$ cat src/rtl/seven_seg_capture_pkg.sv
// Shared glyph constants and select-decode helper for the seven-segment capture block
// and the display driver that produces the multiplexed bus.
package seven_seg_capture_pkg;

  // Active-low .gfedcba glyphs with the dot segment dark.
  localparam logic [7:0] SEG_0   = 8'hC0;
  localparam logic [7:0] SEG_1   = 8'hF9;
  localparam logic [7:0] SEG_2   = 8'hA4;
  localparam logic [7:0] SEG_3   = 8'hB0;
  localparam logic [7:0] SEG_4   = 8'h99;
  localparam logic [7:0] SEG_5   = 8'h92;
  localparam logic [7:0] SEG_6   = 8'h82;
  localparam logic [7:0] SEG_7   = 8'hF8;
  localparam logic [7:0] SEG_8   = 8'h80;
  localparam logic [7:0] SEG_9   = 8'h90;
  localparam logic [7:0] SEG_A   = 8'h88;
  localparam logic [7:0] SEG_B   = 8'h83;
  localparam logic [7:0] SEG_C   = 8'hC6;
  localparam logic [7:0] SEG_D   = 8'hA1;
  localparam logic [7:0] SEG_E   = 8'h86;
  localparam logic [7:0] SEG_F   = 8'h8E;
  localparam logic [7:0] SEG_DOT = 8'h7F;

  typedef enum logic [1:0] {
    SEL_BLANK,
    SEL_ONE,
    SEL_MULTI
  } sel_kind_t;

  typedef struct packed {
    sel_kind_t  kind;
    logic [1:0] index;
  } sel_info_t;

  function automatic sel_info_t decode_sel(input logic [3:0] sel);
    sel_info_t info;
    info.kind  = SEL_MULTI;
    info.index = 2'd0;
    case (sel)
      4'b1111: info.kind = SEL_BLANK;
      4'b1110: begin info.kind = SEL_ONE; info.index = 2'd0; end
      4'b1101: begin info.kind = SEL_ONE; info.index = 2'd1; end
      4'b1011: begin info.kind = SEL_ONE; info.index = 2'd2; end
      4'b0111: begin info.kind = SEL_ONE; info.index = 2'd3; end
      default: info.kind = SEL_MULTI;
    endcase
    return info;
  endfunction

endpackage

$ cat src/rtl/seven_seg_capture_if.sv
// Multiplexed display bus plus recovered-digit outputs; master drives the display,
// slave is the capture block.
interface seven_seg_capture_if;
  logic [3:0]  io_sel;
  logic [7:0]  io_seg;
  logic [15:0] digits;
  logic [3:0]  dots;
  logic [3:0]  valid;
  logic        frame_done;
  logic        bad_seg;
  logic        bad_sel;

  modport master (
    output io_sel, io_seg,
    input  digits, dots, valid, frame_done, bad_seg, bad_sel
  );

  modport slave (
    input  io_sel, io_seg,
    output digits, dots, valid, frame_done, bad_seg, bad_sel
  );
endinterface

$ cat src/rtl/seven_seg_capture_decode.sv
// Combinational glyph-to-nibble lookup; match is low for any pattern outside 0-9, A-F.
module seven_seg_decode
  import seven_seg_capture_pkg::*;
(
  input  logic [6:0] seg,
  output logic [3:0] nibble,
  output logic       match
);

  always_comb begin
    nibble = 4'h0;
    match  = 1'b1;
    case (seg)
      SEG_0[6:0]: nibble = 4'h0;
      SEG_1[6:0]: nibble = 4'h1;
      SEG_2[6:0]: nibble = 4'h2;
      SEG_3[6:0]: nibble = 4'h3;
      SEG_4[6:0]: nibble = 4'h4;
      SEG_5[6:0]: nibble = 4'h5;
      SEG_6[6:0]: nibble = 4'h6;
      SEG_7[6:0]: nibble = 4'h7;
      SEG_8[6:0]: nibble = 4'h8;
      SEG_9[6:0]: nibble = 4'h9;
      SEG_A[6:0]: nibble = 4'hA;
      SEG_B[6:0]: nibble = 4'hB;
      SEG_C[6:0]: nibble = 4'hC;
      SEG_D[6:0]: nibble = 4'hD;
      SEG_E[6:0]: nibble = 4'hE;
      SEG_F[6:0]: nibble = 4'hF;
      default:    match  = 1'b0;
    endcase
  end

endmodule

$ cat src/rtl/seven_seg_capture.sv
// Recovers four hex digits from a multiplexed active-low seven-segment bus by
// capturing each sel/seg observation once it has been stable for SETTLE cycles.
module seven_seg_capture
  import seven_seg_capture_pkg::*;
#(
  parameter int SETTLE = 16,
  parameter int STALE  = 1048576
) (
  input logic               clk,
  input logic               rst,
  seven_seg_capture_if.slave bus
);

  localparam int AW = $clog2(STALE + 1);

  logic [3:0]    sel_meta, sel_sync, sel_prev;
  logic [7:0]    seg_meta, seg_sync, seg_prev;
  logic [7:0]    stable_cnt;
  logic [AW-1:0] age;
  logic [3:0]    mask;
  logic [15:0]   digits_q;
  logic [3:0]    dots_q, valid_q;
  logic          frame_q, bad_seg_q, bad_sel_q;
  logic          changed, capture, frame_fire, match;
  logic [3:0]    nibble;
  sel_info_t     sel_info;

  seven_seg_decode u_decode (
    .seg    (seg_sync[6:0]),
    .nibble (nibble),
    .match  (match)
  );

  // Capture fires on the edge where the counter steps to SETTLE-1, so it happens once per stable period.
  always_comb begin
    sel_info   = decode_sel(sel_sync);
    changed    = {sel_sync, seg_sync} != {sel_prev, seg_prev};
    capture    = !changed && (stable_cnt == 8'(SETTLE - 2));
    frame_fire = capture && (sel_info.kind == SEL_ONE) && match &&
                 (sel_info.index == 2'd0) && (mask[3:1] == 3'b111);
  end

  always_ff @(posedge clk or posedge rst) begin
    if (rst) begin
      sel_meta   <= '1;
      sel_sync   <= '1;
      sel_prev   <= '1;
      seg_meta   <= '1;
      seg_sync   <= '1;
      seg_prev   <= '1;
      stable_cnt <= '0;
    end else begin
      sel_meta <= bus.io_sel;
      sel_sync <= sel_meta;
      sel_prev <= sel_sync;
      seg_meta <= bus.io_seg;
      seg_sync <= seg_meta;
      seg_prev <= seg_sync;
      if (changed)
        stable_cnt <= '0;
      else if (stable_cnt != 8'(SETTLE))
        stable_cnt <= stable_cnt + 8'd1;
    end
  end

  always_ff @(posedge clk or posedge rst) begin
    if (rst) begin
      digits_q  <= '0;
      dots_q    <= '0;
      valid_q   <= '0;
      mask      <= '0;
      age       <= '0;
      frame_q   <= 1'b0;
      bad_seg_q <= 1'b0;
      bad_sel_q <= 1'b0;
    end else begin
      frame_q   <= frame_fire;
      bad_seg_q <= 1'b0;
      bad_sel_q <= 1'b0;
      if (capture && sel_info.kind == SEL_MULTI) begin
        bad_sel_q <= 1'b1;
      end else if (capture && sel_info.kind == SEL_ONE) begin
        if (match) begin
          digits_q[{sel_info.index, 2'b00} +: 4] <= nibble;
          dots_q[sel_info.index]                 <= ~seg_sync[7];
          valid_q[sel_info.index]                <= 1'b1;
          if (frame_fire)
            mask <= '0;
          else
            mask[sel_info.index] <= 1'b1;
        end else begin
          bad_seg_q               <= 1'b1;
          valid_q[sel_info.index] <= 1'b0;
        end
      end
      if (frame_fire)
        age <= '0;
      else if (age != AW'(STALE))
        age <= age + 1'b1;
      // Staleness wins over a capture landing on the same edge.
      if (!frame_fire && age == AW'(STALE - 1)) begin
        valid_q <= '0;
        mask    <= '0;
      end
    end
  end

  assign bus.digits     = digits_q;
  assign bus.dots       = dots_q;
  assign bus.valid      = valid_q;
  assign bus.frame_done = frame_q;
  assign bus.bad_seg    = bad_seg_q;
  assign bus.bad_sel    = bad_sel_q;

endmodule

$ cat src/flat_wrapper.sv
// flat-port wrapper written by rule: the top's interface ports become plain ports
module seven_seg_capture_flat import seven_seg_capture_pkg::*;
#(
  parameter int SETTLE = 16,
  parameter int STALE  = 1048576
)
  (clk, rst, bus_io_sel, bus_io_seg, bus_digits, bus_dots, bus_valid, bus_frame_done, bus_bad_seg, bus_bad_sel);
  seven_seg_capture_if bus_i ();
  input logic clk;
  input logic rst;
  input wire logic [$bits(bus_i.io_sel)-1:0] bus_io_sel;
  input wire logic [$bits(bus_i.io_seg)-1:0] bus_io_seg;
  output wire logic [$bits(bus_i.digits)-1:0] bus_digits;
  output wire logic [$bits(bus_i.dots)-1:0] bus_dots;
  output wire logic [$bits(bus_i.valid)-1:0] bus_valid;
  output wire logic [$bits(bus_i.frame_done)-1:0] bus_frame_done;
  output wire logic [$bits(bus_i.bad_seg)-1:0] bus_bad_seg;
  output wire logic [$bits(bus_i.bad_sel)-1:0] bus_bad_sel;
  assign bus_i.io_sel = bus_io_sel;
  assign bus_i.io_seg = bus_io_seg;
  assign bus_digits = bus_i.digits;
  assign bus_dots = bus_i.dots;
  assign bus_valid = bus_i.valid;
  assign bus_frame_done = bus_i.frame_done;
  assign bus_bad_seg = bus_i.bad_seg;
  assign bus_bad_sel = bus_i.bad_sel;
  seven_seg_capture #(.SETTLE(SETTLE), .STALE(STALE)) u_core (.clk(clk), .rst(rst), .bus(bus_i));
endmodule
$ cat config.mk
export PLATFORM = sky130hd
export DESIGN_NAME = seven_seg_capture_flat
export DESIGN_NICKNAME = d
export VERILOG_FILES = /design/src/rtl/seven_seg_capture_pkg.sv /design/src/rtl/seven_seg_capture_if.sv /design/src/rtl/seven_seg_capture_decode.sv /design/src/rtl/seven_seg_capture.sv /design/src/flat_wrapper.sv
export SDC_FILE = /design/constraint.sdc
export NUM_CORES = 1
export LEC_CHECK = 0
export CORE_AREA = 5 5 113 115
export CTS_CLUSTER_DIAMETER = 60
export DETAILED_ROUTE_END_ITERATION = 8
export DIE_AREA = 0 0 118 120
export PLACE_DENSITY = 0.63
export RECOVER_POWER = 25
export SLEW_MARGIN = 40
export SYNTH_ARGS = -nofsm -noshare
export SYNTH_HDL_FRONTEND = slang
export SYNTH_SLANG_ARGS = --single-unit
$ cat constraint.sdc
create_clock -name clk -period 2.5 [get_ports clk]
set_input_delay 0.25 -clock clk [delete_from_list [all_inputs] [get_ports clk]]
set_output_delay 0.25 -clock clk [all_outputs]
set_load 0.005 [all_outputs]
# ---- Yosys cells after proc, flatten, opt, wreduce, memory -nomap -nowiden
# Cells that the tools add are included.
dict set report word_totals {
  regBits 96
  inputBits 14
  wordCells 103
}
dict set report classes {
  n_mux 25
  n_reduce_logical 21
  n_addsub 3
  n_lt_le_gt_ge 2
  shift 2
  n_eq_ne 29
  bitwise 6
}
# operator n
set op_table {}
lappend op_table {{4-bit case mux with 15 select lines} 1}
lappend op_table {{21-bit two-way mux} 2}
lappend op_table {{4-bit two-way mux} 9}
lappend op_table {{7-bit equality test (second input constant)} 4}
lappend op_table {{21-bit by 1-bit adder with 21-bit output (second input constant)} 1}
lappend op_table {{21-bit by 20-bit equality test with 1-bit output (second input constant)} 1}
lappend op_table {{7-bit by 5-bit equality test with 1-bit output (second input constant)} 3}
lappend op_table {{7-bit by 6-bit equality test with 1-bit output (second input constant)} 3}
lappend op_table {{21-bit != test (second input constant)} 1}
lappend op_table {{16-bit bitwise mux} 1}
lappend op_table {{4-bit equality test (second input constant)} 4}
lappend op_table {{8-bit two-way mux} 2}
lappend op_table {{16-bit OR reduction} 1}
lappend op_table {{4-bit by 6-bit variable shift with 16-bit output (first input constant)} 1}
lappend op_table {{4-bit by 6-bit indexed part select with 16-bit output} 1}
lappend op_table {{7-bit by 2-bit equality test with 1-bit output (second input constant)} 2}
lappend op_table {{7-bit by 4-bit equality test with 1-bit output (second input constant)} 2}
lappend op_table {{12-bit != test} 1}
lappend op_table {{8-bit by 1-bit adder with 8-bit output (second input constant)} 1}
lappend op_table {{8-bit by 4-bit equality test with 1-bit output (second input constant)} 1}
lappend op_table {{1-bit logical AND} 8}
lappend op_table {{8-bit by 5-bit != test with 1-bit output (second input constant)} 1}
lappend op_table {{4-bit bitwise OR} 2}
lappend op_table {{2-bit nonzero test} 4}
lappend op_table {{23 further kinds} 31}

# ---- Logic depth before layout (Yosys ltp)
# Gate-level depths: netlist (run 1).
dict set report depth {
  depth_word 13
  ltp_mapped 8
  ltp_nobuf 7
}

# ---- Modules after synthesis
# From an unflattened synthesis (run 1), not the netlist that was laid out.
dict set report unflattened {
  cells_unflattened 434
  area_unflattened_um2 4594.4
}
# mod cells_per_inst instances area_per_inst_um2
set modules_own_cells {}
lappend modules_own_cells {seven_seg_capture 371 1 4201.5}
lappend modules_own_cells {seven_seg_decode 63 1 392.9}

# ---- Worst setup path before layout (run 1)
# No wires, ideal clock.
dict set report synth_timing {
  path_kind {register to register}
  start {reg u_core.sel_sync[3]}
  end {reg u_core.digits_q[10], in the netlist u_core.bus.digits[10]}
  path_buffers 2
  setup_time_ps 125
  setup_slack_ps 57
  arrival_ps 2318
  synth_period_minus_slack_ps 2443
  path_stages_with_launch 9
  path_cell_list {dfstp_2 > clkbuf_1 > xor2_1 > nor4_2 > nand3_1 > buf_6 > nor3_4 > nand3_4 > mux2_4}
}
dict set report synth_via {
  elab_chain_cells 7
  elab_cells_between_ends 21
  classes_between {add/sub: 1; eq/ne: 8; shift: 2; mux: 3; bitwise: 1; reduce/logical: 6}
}
# item line_no
set synth_lines {}
lappend synth_lines {{from (decl)} seven_seg_capture.sv:16} ;# logic [3:0] sel_meta, sel_sync, sel_prev;
lappend synth_lines {{from (signal assigned)} seven_seg_capture.sv:54} ;# sel_sync <= sel_meta;
lappend synth_lines {{parallel branches: the longest is 7 deep, another holds 4-bit negator with 6-bit output} n/a}
lappend synth_lines {{to (signal, indexed assignment)} seven_seg_capture.sv:84} ;# digits_q[{sel_info.index, 2'b00} +: 4] <= nibble;
lappend synth_lines {{to (decl)} seven_seg_capture.sv:21} ;# logic [15:0] digits_q;
# Several ways; the timed one is not identified.
# A chain may end at the register's enable or synchronous reset.

# ---- Worst setup path after layout (run 1)
dict set report layout_timing {
  start {reg u_core.seg_sync[0]}
  end {reg u_core.digits_q[11], in the netlist u_core.bus.digits[11]}
}
dict set report layout_via {
  elab_chain_cells 6
  elab_cells_between_ends 28
  classes_between {eq/ne: 16; shift: 1; mux: 3; bitwise: 1; reduce/logical: 7}
}
# item line_no
set layout_lines {}
lappend layout_lines {{from (decl)} seven_seg_capture.sv:17} ;# logic [7:0] seg_meta, seg_sync, seg_prev;
lappend layout_lines {{from (signal assigned)} seven_seg_capture.sv:57} ;# seg_sync <= seg_meta;
lappend layout_lines {{parallel branches: the longest is 6 deep, another holds 4-bit by 6-bit indexed part select with 16-bit output} n/a}
# Several ways; the timed one is not identified.

==> metrics.cfg, run 1 <==
[worst_setup_path]
arrival_ns = 2.68
critPathLaunchType = flop
end_kind = flop
crit_path_top_delay_cell = sky130_fd_sc_hd__or4_4
timing.setup.critical_path_class = flop to flop
crit_path_cell_trace = buf_2 -> nor4bb_1 -> o21a_1 -> or4_4 -> or3_4 -> buf_8 -> nand3_4 -> mux2_4
slowest_delay_ns = 0.55
worst_r2r_startpoint = u_core.seg_sync[0]
crit_fanout = 6
r2r_slack_ns = 0.04
worst_r2r_path_depth = 8
required_ns = 2.72
regToRegEndpoint = u_core.bus.digits[11]

[cts]
clkTransAtPathRegs_ns = 0.07
clock_latency_of_the_later_clocked_register_in_the_worst_skew_pair_ns = 0.34
clock_sink_count = 95
hold_buffers = 0
cts.htree.levels = 3
tritoncts_clock_tree = built
clock_tree.buffer_depth = 2
cts_made_buffers = 9
clk_root_buf = sky130_fd_sc_hd__clkbuf_16

[floorplan]
fp.dieW_microns = 118
die_area_sq_mm = 0.0142
coreArea_sq_mm = 0.0117
die-height_microns = 120
io_pins = 41
placementRows = 40
start_util = 0.387

[synth]
syn_area_per_cell_sq_um = 11.5
netlist.area_leader.share = 0.326
synth_ff_type = sky130_fd_sc_hd__dfrtp_1
synth_area_leader_cell = sky130_fd_sc_hd__dfrtp_1
syn-cell-area_sq_mm = 0.00453
synth_cell_type_count = 56
synthesis.instances = 393
synth_enable_flop_cells = 0
ys_seq_elements = 95
yosys-top-cells-count = sky130_fd_sc_hd__dfrtp_1 (59), sky130_fd_sc_hd__nor2_1 (53), sky130_fd_sc_hd__dfstp_2 (36), sky130_fd_sc_hd__xor2_1 (27), sky130_fd_sc_hd__nand2_1 (20)
synth-warning-count = 0
async_reset_ff_frac = 1.00
netlist_top_cells_area = sky130_fd_sc_hd__dfrtp_1 (33%), sky130_fd_sc_hd__dfstp_2 (21%), sky130_fd_sc_hd__mux2_4 (5.3%)
yosysMostFrequentCell = sky130_fd_sc_hd__dfrtp_1
postSynthNetCount = 416
synth_seq_area_share = 0.535

[global_routing]
met3_track_demand_over_resource = 0.0353
top_usage_layer = met2
overall_global_routing_usage = 0.130
antenna_found_initial = 0
grt_util_met1 = 0.175
grt_use_met2 = 0.207
vias_in_the_first_global_route = 3092
grt_residual_overflow = 0
wire_length_of_the_first_global_routing_pass_mm = 15.1
maximum_number_of_pins_on_one_net_before_global_route_repair = 96

[layout]
drive_gt1_frac = 0.272
layout-area-overhead-vs-synth_pct = 27.3
n_antenna_cell = 0
postLayoutCoreUtil = 0.492
total_number_of_nets_in_the_final_design = 492
final.fill_count = 1041

[sta]
worst_slew_margin_rel = 0.677
fin_setup_tns_ns = 0
rsz0062_at_grt = true
clock-skew-final_ns = 0.00827
timing.final.max_slew_violations = 0
tightest_slew_ns = 0.484
final.min_clock_period_ns = 2.46
timing_hold_violations_final = 0
fmaxAchievable_mhz = 407
fin_crit_sh = 0.984
timing.final.setup_violations = 0

[pwr]
peakVddDrop_mv = 0.435
leakagePower_nw = 2.50
power_density_mw_per_mm2 = 556
power_switching_share = 0.225
p_int_mw = 2.48
share_comb_of_total_power = 0.060
power.share.clock = 0.436
sequential_fraction_of_design_power = 0.504
switch_pwr_uw = 723

[route]
drtIter0Drc = 198
route.final.wire_length_mm = 8.86
detail_route.drc_violations = 0
avgRoutedWirePerCell_microns = 14.3
drt_pass1_iterations = 4
route.vias.total = 3077
ant_nets = 0
vias_per_cell = 4.95

[placement]
place_congestion = 0.828
io_buffer_count = 40
dp.final_hpwl_mm = 6.32

[hold_path]
number_of_stages_on_the_worst_hold_path = 0
hold_start = u_core.sel_meta[3]
holdPathEnd = u_core.sel_sync[3]
min_path_type = flop to flop

[outcome]
status = complete, no violations

[flow_run]
drv.max_cap_violation_count = 0

worst max-delay path: cells and delay by family (launching register included):
family	cells	cell delay, ns
compound gates	1	0.19
buf+inv	2	0.29
flops	1	0.39
mux	1	0.31
simple gates	4	1.18
cell usage in the layout, fill, tap and decap left out, drive strengths merged, types with 11 or more instances in the layout:
cell type / instances
dfrtp: 59
nor2: 53
buf: 37
dfstp: 36
clkdlybuf4s50: 28
xor2: 28
nand2: 20
mux2: 18
inv: 18
nand3: 16
clkbuf: 13
dlygate4sd3: 12
a21oi: 11
state kept, by name, summed over array words and instances (netlist names):
register	count
u_core.bus.digits	16
u_core.bus.valid	4
u_core.bus.bad_seg	1
u_core.bus.bad_sel	1
u_core.sel_sync	4
u_core.bus.dots	4
u_core.sel_prev	4
u_core.bus.frame_done	1
u_core.seg_sync	8
u_core.stable_cnt	8
u_core.sel_meta	4
u_core.seg_prev	8
u_core.age	21
u_core.seg_meta	8
u_core.mask	3
kinds of logic after synthesis:
group                      synth area share
adders and majority gates            0.0271
DFF                                   0.535
and+or+nand+nor                       0.210
muxes                                0.0713
buffers and inverters                0.0337
xor gates and xnor gates             0.0751
AOI/OAI and AO/OA                    0.0478
repair_timing:
item                       4_1_cts  5_1_grt
buffers inserted                 0       10
resized for setup                0       13
setup endpoints to repair        0       38
area by class of cell:
cell class                      count  area, sq um  area share
Clock buffer                       11          275      0.0477
Clock inverter                      5         41.3     0.00716
Inverter                           15         60.1      0.0104
Multi-Input combinational cell    269         1990       0.345
Sequential cell                    95         2420       0.420
Tap cell                          147          184      0.0319
Timing Repair Buffer               79          795       0.138
per-layer routing:
layer	share of wire	vias to the layer above
met4	0.011	0
met1	0.48	1511
li1	-	1505
met2	0.47	55
met5	0	-
met3	0.039	6
power groups by stage:
stage / clock network [mW] / logic [mW] / registers (mW)
4_1_cts: 1.44 / 0.182 / 1.62
3_5_place_dp: 0 / 0.181 / 1.64
3_3_place_gp: 0 / 0.179 / 1.64
6_report: 1.40 / 0.192 / 1.62
5_1_grt: 1.51 / 0.212 / 1.62
2_1_floorplan: 0 / 0.120 / 1.63
per-stage QoR:
stage	cell area, sq um	total power, mW	hold WS [ns]	instances	worst slack [ns]
after detailed placement	5260	1.82	0.347	593	0.0231
after floorplan	4530	1.75	0.254	393	0.0573
after global placement	5260	1.82	0.346	593	0.0584
after global routing	5770	3.34	0.352	621	-0.0217
after CTS	5580	3.24	0.301	609	0.00911
final	5770	3.21	0.354	621	0.0407
worst max path at each step:
stage                            start                    end  slack, ns  cells after the start
global placement    u_core.seg_sync[0]  u_core.bus.digits[13]       0.06                      7
global route        u_core.seg_sync[4]   u_core.bus.digits[8]      -0.02                      7
detailed placement  u_core.seg_sync[0]  u_core.bus.digits[13]       0.02                      7
finish              u_core.seg_sync[0]  u_core.bus.digits[11]       0.04                      8
floorplan           u_core.sel_sync[3]  u_core.bus.digits[10]       0.06                      8
CTS                 u_core.seg_sync[0]  u_core.bus.digits[13]      0.009                      7
Power figures use the tool's default switching activity.
==> inputs of run 2 (changes only) <==
- CORE_AREA: 5 5 113 115 -> 5 5 114 116
- DIE_AREA: 0 0 118 120 -> 0 0 119 121
- DONT_BUFFER_PORTS: unset -> 1
- PLACE_DENSITY: 0.63 -> 0.58
- SYNTH_HIERARCHICAL: unset -> 1
==> run 2 against run 1 <==
Setup slack worse by 0.034 ns. Critical endpoint is now u_core/bus.valid[3]. Highest routed layer unchanged. Critical path depth up 1. Synthesized area up 1.4%. Largest cell class unchanged. Non-clock buffer count down 38. Clock power down 7%. Via count up 1.9%.
==> metrics.cfg, run 2 <==
[outcome]
status = complete, no violations  ; unchanged

[global_routing]
maximum_number_of_pins_on_one_net_before_global_route_repair = 47  ; was 96
overall_global_routing_usage = 0.136  ; was 0.130
grt_residual_overflow = 0  ; unchanged
antenna_found_initial = 0  ; unchanged
vias_in_the_first_global_route = 3156  ; was 3092
wire_length_of_the_first_global_routing_pass_mm = 15.8  ; was 15.1 mm

[layout]
postLayoutCoreUtil = 0.456  ; was 0.492
multi_input_area_sq_mm = 0.00200  ; was 0.00199 sq mm
largest_register_ff_count = 21  ; unchanged
commonest_cells_after_routing_fill_and_taps_aside = sky130_fd_sc_hd__dfrtp_1 (59), sky130_fd_sc_hd__nor2_1 (42), sky130_fd_sc_hd__nand2_1 (40)  ; was sky130_fd_sc_hd__dfrtp_1 (59), sky130_fd_sc_hd__nor2_1 (53), sky130_fd_sc_hd__dfstp_2 (35)
largest_register = u_core/age  ; was u_core.age
drive_gt1_frac = 0.215  ; was 0.272
layout.cells.most_common = sky130_fd_sc_hd__dfrtp_1  ; unchanged
layout-area-overhead-vs-synth_pct = 17.2  ; was 27.3%
total_number_of_nets_in_the_final_design = 496  ; was 492
fin_area_sq_mm = 0.00539  ; was 0.00577 sq mm
seq_area_sq_mm = 0.00242  ; unchanged
n_antenna_cell = 0  ; unchanged
final.fill_count = 1107  ; was 1041

[route]
ant_nets = 0  ; unchanged
drt_pass1_iterations = 4  ; unchanged
drtIter0Drc = 234  ; was 198
route.vias.total = 3135  ; was 3077
avgRoutedWirePerCell_microns = 14.8  ; was 14.3 microns
detail_route.drc_violations = 0  ; unchanged
route.final.wire_length_mm = 9.18  ; was 8.86 mm
vias_per_cell = 5.04  ; was 4.95

[worst_setup_path]
critPathLaunchType = flop  ; unchanged
crit_cells = 9  ; was 8
crit_path_start = u_core/seg_sync[6]  ; was u_core.seg_sync[0]
arrival_ns = 2.76  ; was 2.68 ns
regToRegEndpoint = u_core/bus.valid[3]  ; was u_core.bus.digits[11]
cp_top_family = simple AND/OR/NAND/NOR gates  ; unchanged
required_ns = 2.76  ; was 2.72 ns
end_kind = flop  ; unchanged
cpMostUsedCell = sky130_fd_sc_hd__or3_4
worst_r2r_path_depth = 9  ; was 8
r2r_slack_ns = 0.007  ; was 0.04 ns
timing.setup.critical_path_class = flop to flop  ; unchanged
crit_path_cell_trace = or4b_1 -> or3_4 -> nand2_2 -> or3_4 -> and2_4 -> nand4_1 -> or3_4 -> buf_6 -> a22oi_1  ; was buf_2 -> nor4bb_1 -> o21a_1 -> or4_4 -> or3_4 -> buf_8 -> nand3_4 -> mux2_4
worst_r2r_startpoint = u_core/seg_sync[6]  ; was u_core.seg_sync[0]
slowest_delay_ns = 0.53  ; was 0.55 ns
crit_fanout = 4  ; was 6
crit_path_top_delay_cell = sky130_fd_sc_hd__dfstp_2  ; was sky130_fd_sc_hd__or4_4
count_of_buffer_and_inverter_cells_on_the_critical_path = 1  ; was 2
crit_end = u_core/bus.valid[3]  ; was u_core.bus.digits[11]

[synth]
synth_seq_area_share = 0.527  ; was 0.535
syn-cell-area_sq_mm = 0.00459  ; was 0.00453 sq mm
postSynthNetCount = 460  ; was 416
synth-warning-count = 6  ; was 0
synth_cell_type_count = 56  ; unchanged
yosys-top-cells-count = sky130_fd_sc_hd__dfrtp_1 (59), sky130_fd_sc_hd__nor2_1 (42), sky130_fd_sc_hd__nand2_1 (41), sky130_fd_sc_hd__dfstp_2 (36), sky130_fd_sc_hd__inv_1 (32)  ; was sky130_fd_sc_hd__dfrtp_1 (59), sky130_fd_sc_hd__nor2_1 (53), sky130_fd_sc_hd__dfstp_2 (36), sky130_fd_sc_hd__xor2_1 (27), sky130_fd_sc_hd__nand2_1 (20)
syn_area_per_cell_sq_um = 10.6  ; was 11.5 sq um
netlist.area_leader.share = 0.321  ; was 0.326
yosysMostFrequentCell = sky130_fd_sc_hd__dfrtp_1  ; unchanged
synthesis.instances = 434  ; was 393
synth_enable_flop_cells = 0  ; unchanged
netlist_top_cells_area = sky130_fd_sc_hd__dfrtp_1 (32%), sky130_fd_sc_hd__dfstp_2 (21%), sky130_fd_sc_hd__mux2i_1 (5.0%)  ; was sky130_fd_sc_hd__dfrtp_1 (33%), sky130_fd_sc_hd__dfstp_2 (21%), sky130_fd_sc_hd__mux2_4 (5.3%)
synth_ff_type = sky130_fd_sc_hd__dfrtp_1  ; unchanged
async_reset_ff_frac = 1.00  ; unchanged
synth_area_leader_cell = sky130_fd_sc_hd__dfrtp_1  ; unchanged
ys_seq_elements = 95  ; unchanged

[sta]
fmaxAchievable_mhz = 401  ; was 407 MHz
fin_setup_tns_ns = 0  ; unchanged
worst_slew_margin_rel = 0.151  ; was 0.677
timing.final.max_slew_violations = 0  ; unchanged
final.min_clock_period_ns = 2.49  ; was 2.46 ns
tightest_slew_ns = 1.27  ; was 0.484 ns
fin_crit_sh = 0.997  ; was 0.984
rsz0062_at_grt = true  ; unchanged
clock-skew-final_ns = 0.0101  ; was 0.00827 ns
timing_hold_violations_final = 0  ; unchanged
timing.final.setup_violations = 0  ; unchanged

[floorplan]
die_area_sq_mm = 0.0144  ; was 0.0142 sq mm
fp.dieW_microns = 119  ; was 118 microns
coreArea_sq_mm = 0.0118  ; was 0.0117 sq mm
start_util = 0.389  ; was 0.387
die-height_microns = 121  ; was 120 microns
placementRows = 40  ; unchanged
io_pins = 41  ; unchanged

[cts]
tritoncts_clock_tree = built  ; unchanged
cts.htree.levels = 3  ; unchanged
clk_root_buf = sky130_fd_sc_hd__clkbuf_16  ; unchanged
clock_tree.buffer_depth = 2  ; unchanged
clkTransAtPathRegs_ns = 0.06  ; was 0.07 ns
post_cts_buffers = 0  ; unchanged
clock_sink_count = 95  ; unchanged
cts_made_buffers = 9  ; unchanged
clock_latency_of_the_later_clocked_register_in_the_worst_skew_pair_ns = 0.35  ; was 0.34 ns

[placement]
placedInstanceArea_sq_mm = 0.00494  ; was 0.00526 sq mm
place_congestion = 0.838  ; was 0.828
io_buffer_count = 0  ; was 40
dp.final_hpwl_mm = 6.53  ; was 6.32 mm

[pwr]
leakagePower_nw = 2.29  ; was 2.50 nW
totalPowerFinal_mw = 3.13  ; was 3.21 mW
peakVddDrop_mv = 0.241  ; was 0.435 mV
power_density_mw_per_mm2 = 580  ; was 556 mW/mm^2

[hold_path]
min_path_type = flop to flop  ; unchanged

[flow_run]
drv.max_cap_violation_count = 0  ; unchanged

-- run 2: cell types whose count changed in the layout (fill, tap and decap cells not counted), moves of 5 or more --
cell	previous run	this run
sky130_fd_sc_hd__nand3b_1	6	1
sky130_fd_sc_hd__mux2_4	16	0
sky130_fd_sc_hd__nand4_1	8	16
sky130_fd_sc_hd__mux2i_1	5	23
sky130_fd_sc_hd__clkdlybuf4s50_1	28	0
sky130_fd_sc_hd__a21oi_1	11	6
sky130_fd_sc_hd__o21ai_0	4	11
sky130_fd_sc_hd__inv_1	14	31
sky130_fd_sc_hd__nor2_1	53	42
sky130_fd_sc_hd__nand2_1	20	40
-- run 2: per-stage QoR --
step / worst slack (ns) / hold WS, ns / std cells
floorplan: 0.0454 / 0.254 / 434
finish: 0.00666 / 0.349 / 622
global placement: -0.0332 / 0.255 / 594
global route: -0.0860 / 0.351 / 622
CTS: 0.00234 / 0.205 / 622
detailed placement: -0.0515 / 0.255 / 594
-- run 2: worst min path at each step --
stage                             startpoint                 end  slack (ns)  depth (start not counted)
after CTS                                rst  u_core/sel_meta[3]        0.21                          1
after global placement         bus_io_seg[0]  u_core/seg_meta[0]        0.25                          0
after floorplan                bus_io_seg[0]  u_core/seg_meta[0]        0.25                          0
final                     u_core/seg_meta[0]  u_core/seg_sync[0]        0.35                          0
after global routing      u_core/seg_meta[2]  u_core/seg_sync[2]        0.35                          0
after detailed placement       bus_io_seg[3]  u_core/seg_meta[3]        0.25                          0
-- run 2: final cells by class --
class / count / area share
Clock buffer: 11 / 0.0469
Clock inverter: 5 / 0.00581
Inverter: 33 / 0.0256
Multi-Input combinational cell: 290 / 0.371
Sequential cell: 95 / 0.450
Tap cell: 147 / 0.0341
Timing Repair Buffer: 41 / 0.0664
-- run 2: power breakdown --
part	internal, mW	switching [mW]	total (mW)
Combinational	0.0842	0.122	0.206
Clock	0.727	0.577	1.30
Sequential	1.59	0.0245	1.62
-- run 2: logic make-up after synthesis --
| family | after synthesis | synth area share |
|---|---|---|
| xor gates and xnor gates | 40 | 0.0763 |
| muxes | 24 | 0.0526 |
| buffers and inverters | 49 | 0.0471 |
| and+or+nand+nor | 176 | 0.210 |
| DFF | 95 | 0.527 |
| adders and majority gates | 12 | 0.0327 |
| AOI/OAI and AO/OA | 38 | 0.0545 |
-- run 2: worst reg2reg max path, delay by kind of cell, from the launching register on --
family	cells	cell delay, ns
AO/OA/AOI/OAI	1	0.16
flip-flops	1	0.53
AND/OR/NAND/NOR	7	1.58
buffers and inverters	1	0.15
-- run 2: metal layers --
layer	vias to the layer above	global-route usage	wire [microns]
met2	51	0.212	4330
met5	-	0	0
li1	1555	-	-
met4	0	0.0550	147
met1	1519	0.183	4340
met3	10	0.0340	370
-- run 2: repair_timing --
item / CTS / global route
hold buffers: 12 / 0
gates resized for setup: 6 / 6
setup endpoints to repair: 29 / 45
pin swaps: 1 / 3
endpoints found under the hold margin: 12 / 0
==> inputs of run 3 (changes only) <==
- PLACE_DENSITY: 0.58 -> 0.56
- SKIP_LAST_GASP: unset -> 1
==> run 3 against run 2 <==
Clock skew increased by 0.0012 ns. Cell area is 3.1% higher. Sequential share of layout area decreased by 1.4 points. Total power increased by 4.2%. Largest cell class unchanged. The flow now finishes with violations (setup timing). Clock power up 10%. Register-to-register slack got worse by 0.04 ns. Global-route usage decreased by 0.076 points. Utilization up 1.4 points. Sequential power barely moved. Maximum frequency fell by 1.5%.
==> metrics.cfg, run 3 (synthesis results as in run 2) <==
[floorplan]
coreArea_sq_mm = 0.0118  ; unchanged
start_util = 0.389  ; unchanged
die-height_microns = 121  ; unchanged
placementRows = 40  ; unchanged
fp.dieW_microns = 119  ; unchanged
die_area_sq_mm = 0.0144  ; unchanged
io_pins = 41  ; unchanged

[route]
route.vias.total = 3228  ; was 3135
drtIter0Drc = 184  ; was 234
drt_pass1_iterations = 4  ; unchanged
vias_per_cell = 5.10  ; was 5.04
ant_nets = 0  ; unchanged
avgRoutedWirePerCell_microns = 15.3  ; was 14.8 microns
route.final.wire_length_mm = 9.69  ; was 9.18 mm
detail_route.drc_violations = 0  ; unchanged

[sta]
fin_setup_tns_ns = -0.186  ; was 0 ns
final.min_clock_period_ns = 2.53  ; was 2.49 ns
fin_crit_sh = 1.01  ; was 0.997
clock-skew-final_ns = 0.0113  ; was 0.0101 ns
timing.final.setup_violations = 19  ; was 0
rsz0062_at_grt = true  ; unchanged
worst_path_setup_slack_after_routing_ns = -0.0303  ; was 0.00666 ns
timing_hold_violations_final = 0  ; unchanged
timing.final.max_slew_violations = 0  ; unchanged
tightest_slew_ns = 0.519  ; was 1.27 ns
worst_slew_margin_rel = 0.654  ; was 0.151
hold_ws_ns = 0.351  ; was 0.349 ns
fmaxAchievable_mhz = 395  ; was 401 MHz

[cts]
clk_root_buf = sky130_fd_sc_hd__clkbuf_16  ; unchanged
cts.htree.levels = 3  ; unchanged
clkTransAtPathRegs_ns = 0.07  ; was 0.06 ns
clock_tree.buffer_depth = 2  ; unchanged
clock_sink_count = 95  ; unchanged
tritoncts_clock_tree = built  ; unchanged
cts_made_buffers = 9  ; unchanged
clock_latency_of_the_later_clocked_register_in_the_worst_skew_pair_ns = 0.35  ; about the same

[worst_setup_path]
arrival_ns = 2.79  ; was 2.76 ns
r2r_slack_ns = -0.03  ; was 0.007 ns
critPathLaunchType = flop  ; unchanged
timing.setup.critical_path_class = flop to flop  ; unchanged
crit_fanout = 7  ; was 4
slowest_delay_ns = 0.57  ; was 0.53 ns
regToRegEndpoint = u_core/mask[2]  ; was u_core/bus.valid[3]
cp_top_family = simple AND/OR/NAND/NOR gates  ; unchanged
crit_path_start = u_core/seg_sync[5]  ; was u_core/seg_sync[6]
end_kind = flop  ; unchanged
count_of_buffer_and_inverter_cells_on_the_critical_path = 4  ; was 1
required_ns = 2.76  ; about the same
crit_cells = 12  ; was 9
crit_path_top_delay_cell = sky130_fd_sc_hd__dfstp_2  ; unchanged
worst_r2r_startpoint = u_core/seg_sync[5]  ; was u_core/seg_sync[6]
crit_path_cell_trace = buf_6 -> buf_4 -> nor2_1 -> a22oi_1 -> nand2_2 -> or3_4 -> and2_4 -> nand4_1 -> or3_4 -> buf_4 -> clkinv_8 -> nor3_1  ; was or4b_1 -> or3_4 -> nand2_2 -> or3_4 -> and2_4 -> nand4_1 -> or3_4 -> buf_6 -> a22oi_1
worst_r2r_path_depth = 12  ; was 9
crit_end = u_core/mask[2]  ; was u_core/bus.valid[3]

[layout]
final.fill_count = 1112  ; was 1107
total_number_of_nets_in_the_final_design = 507  ; was 496
drive_gt1_frac = 0.233  ; was 0.215
n_antenna_cell = 0  ; unchanged
commonest_cells_after_routing_fill_and_taps_aside = sky130_fd_sc_hd__dfrtp_1 (59), sky130_fd_sc_hd__nor2_1 (42), sky130_fd_sc_hd__nand2_1 (40)  ; unchanged
postLayoutCoreUtil = 0.470  ; was 0.456
multi_input_area_sq_mm = 0.00201  ; was 0.00200 sq mm
layout-area-overhead-vs-synth_pct = 20.9  ; was 17.2%
seq_area_sq_mm = 0.00242  ; unchanged
layout.cells.most_common = sky130_fd_sc_hd__dfrtp_1  ; unchanged
largest_register_ff_count = 21  ; unchanged
largest_register = u_core/age  ; unchanged
fin_cells = 633  ; was 622

[placement]
dp.final_hpwl_mm = 6.60  ; was 6.53 mm
place_congestion = 0.860  ; was 0.838
io_buffer_count = 0  ; unchanged
placed_cells = 596  ; was 594
pre_cts_ws_ns = -0.0528  ; was -0.0515 ns

[hold_path]
hold_start = u_core/sel_meta[1]  ; was u_core/seg_meta[0]
min_path_type = flop to flop  ; unchanged

[global_routing]
antenna_found_initial = 0  ; unchanged
vias_in_the_first_global_route = 3145  ; was 3156
overall_global_routing_usage = 0.136  ; about the same
maximum_number_of_pins_on_one_net_before_global_route_repair = 96  ; was 47
grt_residual_overflow = 0  ; unchanged
wire_length_of_the_first_global_routing_pass_mm = 15.8  ; about the same

[outcome]
failed_checks = setup timing
status = finished with violations  ; was complete, no violations

[pwr]
power_density_mw_per_mm2 = 586  ; was 580 mW/mm^2
leakagePower_nw = 2.37  ; was 2.29 nW
peakVddDrop_mv = 0.277  ; was 0.241 mV

[flow_run]
drv.max_cap_violation_count = 0  ; unchanged

run 3: how the worst min path moves through the flow:
stage                          to  slack [ns]  depth (start not counted)
6_report       u_core/sel_sync[1]        0.35                          0
5_1_grt        u_core/seg_sync[2]        0.35                          0
4_1_cts        u_core/sel_sync[1]        0.35                          0
3_5_place_dp   u_core/seg_meta[1]        0.25                          0
3_3_place_gp   u_core/seg_meta[0]        0.25                          0
2_1_floorplan  u_core/seg_meta[0]        0.25                          0
run 3: metrics by stage:
| stage | instance area, sq um | total power, mW |
|---|---|---|
| final | 5550 | 3.26 |
| after global routing | 5550 | 3.39 |
| after detailed placement | 4960 | 1.83 |
| after floorplan | 4620 | 1.77 |
| after global placement | 4960 | 1.83 |
| after CTS | 5440 | 3.29 |
run 3: layout make-up:
cell class / count / share of cell area
Sequential cell: 95 / 0.436
Clock buffer: 9 / 0.0405
Timing Repair inverter: 2 / 0.00360
Clock inverter: 7 / 0.0158
Multi-Input combinational cell: 290 / 0.362
Timing Repair Buffer: 50 / 0.0836
Inverter: 33 / 0.0252
Tap cell: 147 / 0.0331
run 3: repair_timing:
action,CTS,global route
resized for setup,6,12
hold endpoints to repair,71,0
buffers inserted,1,5
setup endpoints to repair,36,47
pin swaps,0,5
cloned,0,2
hold buffers,13,0
run 3: power by group:
part           switching [mW]  leakage, nW  internal (mW)
clock network           0.630        0.154          0.798
logic                   0.127         1.03         0.0887
registers              0.0223         1.19           1.59
total                   0.779         2.37           2.48
run 3: per-layer routing:
metal	vias up	share of wire	GRT usage
met1	1571	0.48	0.184
met5	-	0	0
met3	10	0.045	0.0368
met4	0	0.016	0.0572
met2	66	0.46	0.204
li1	1581	-	-
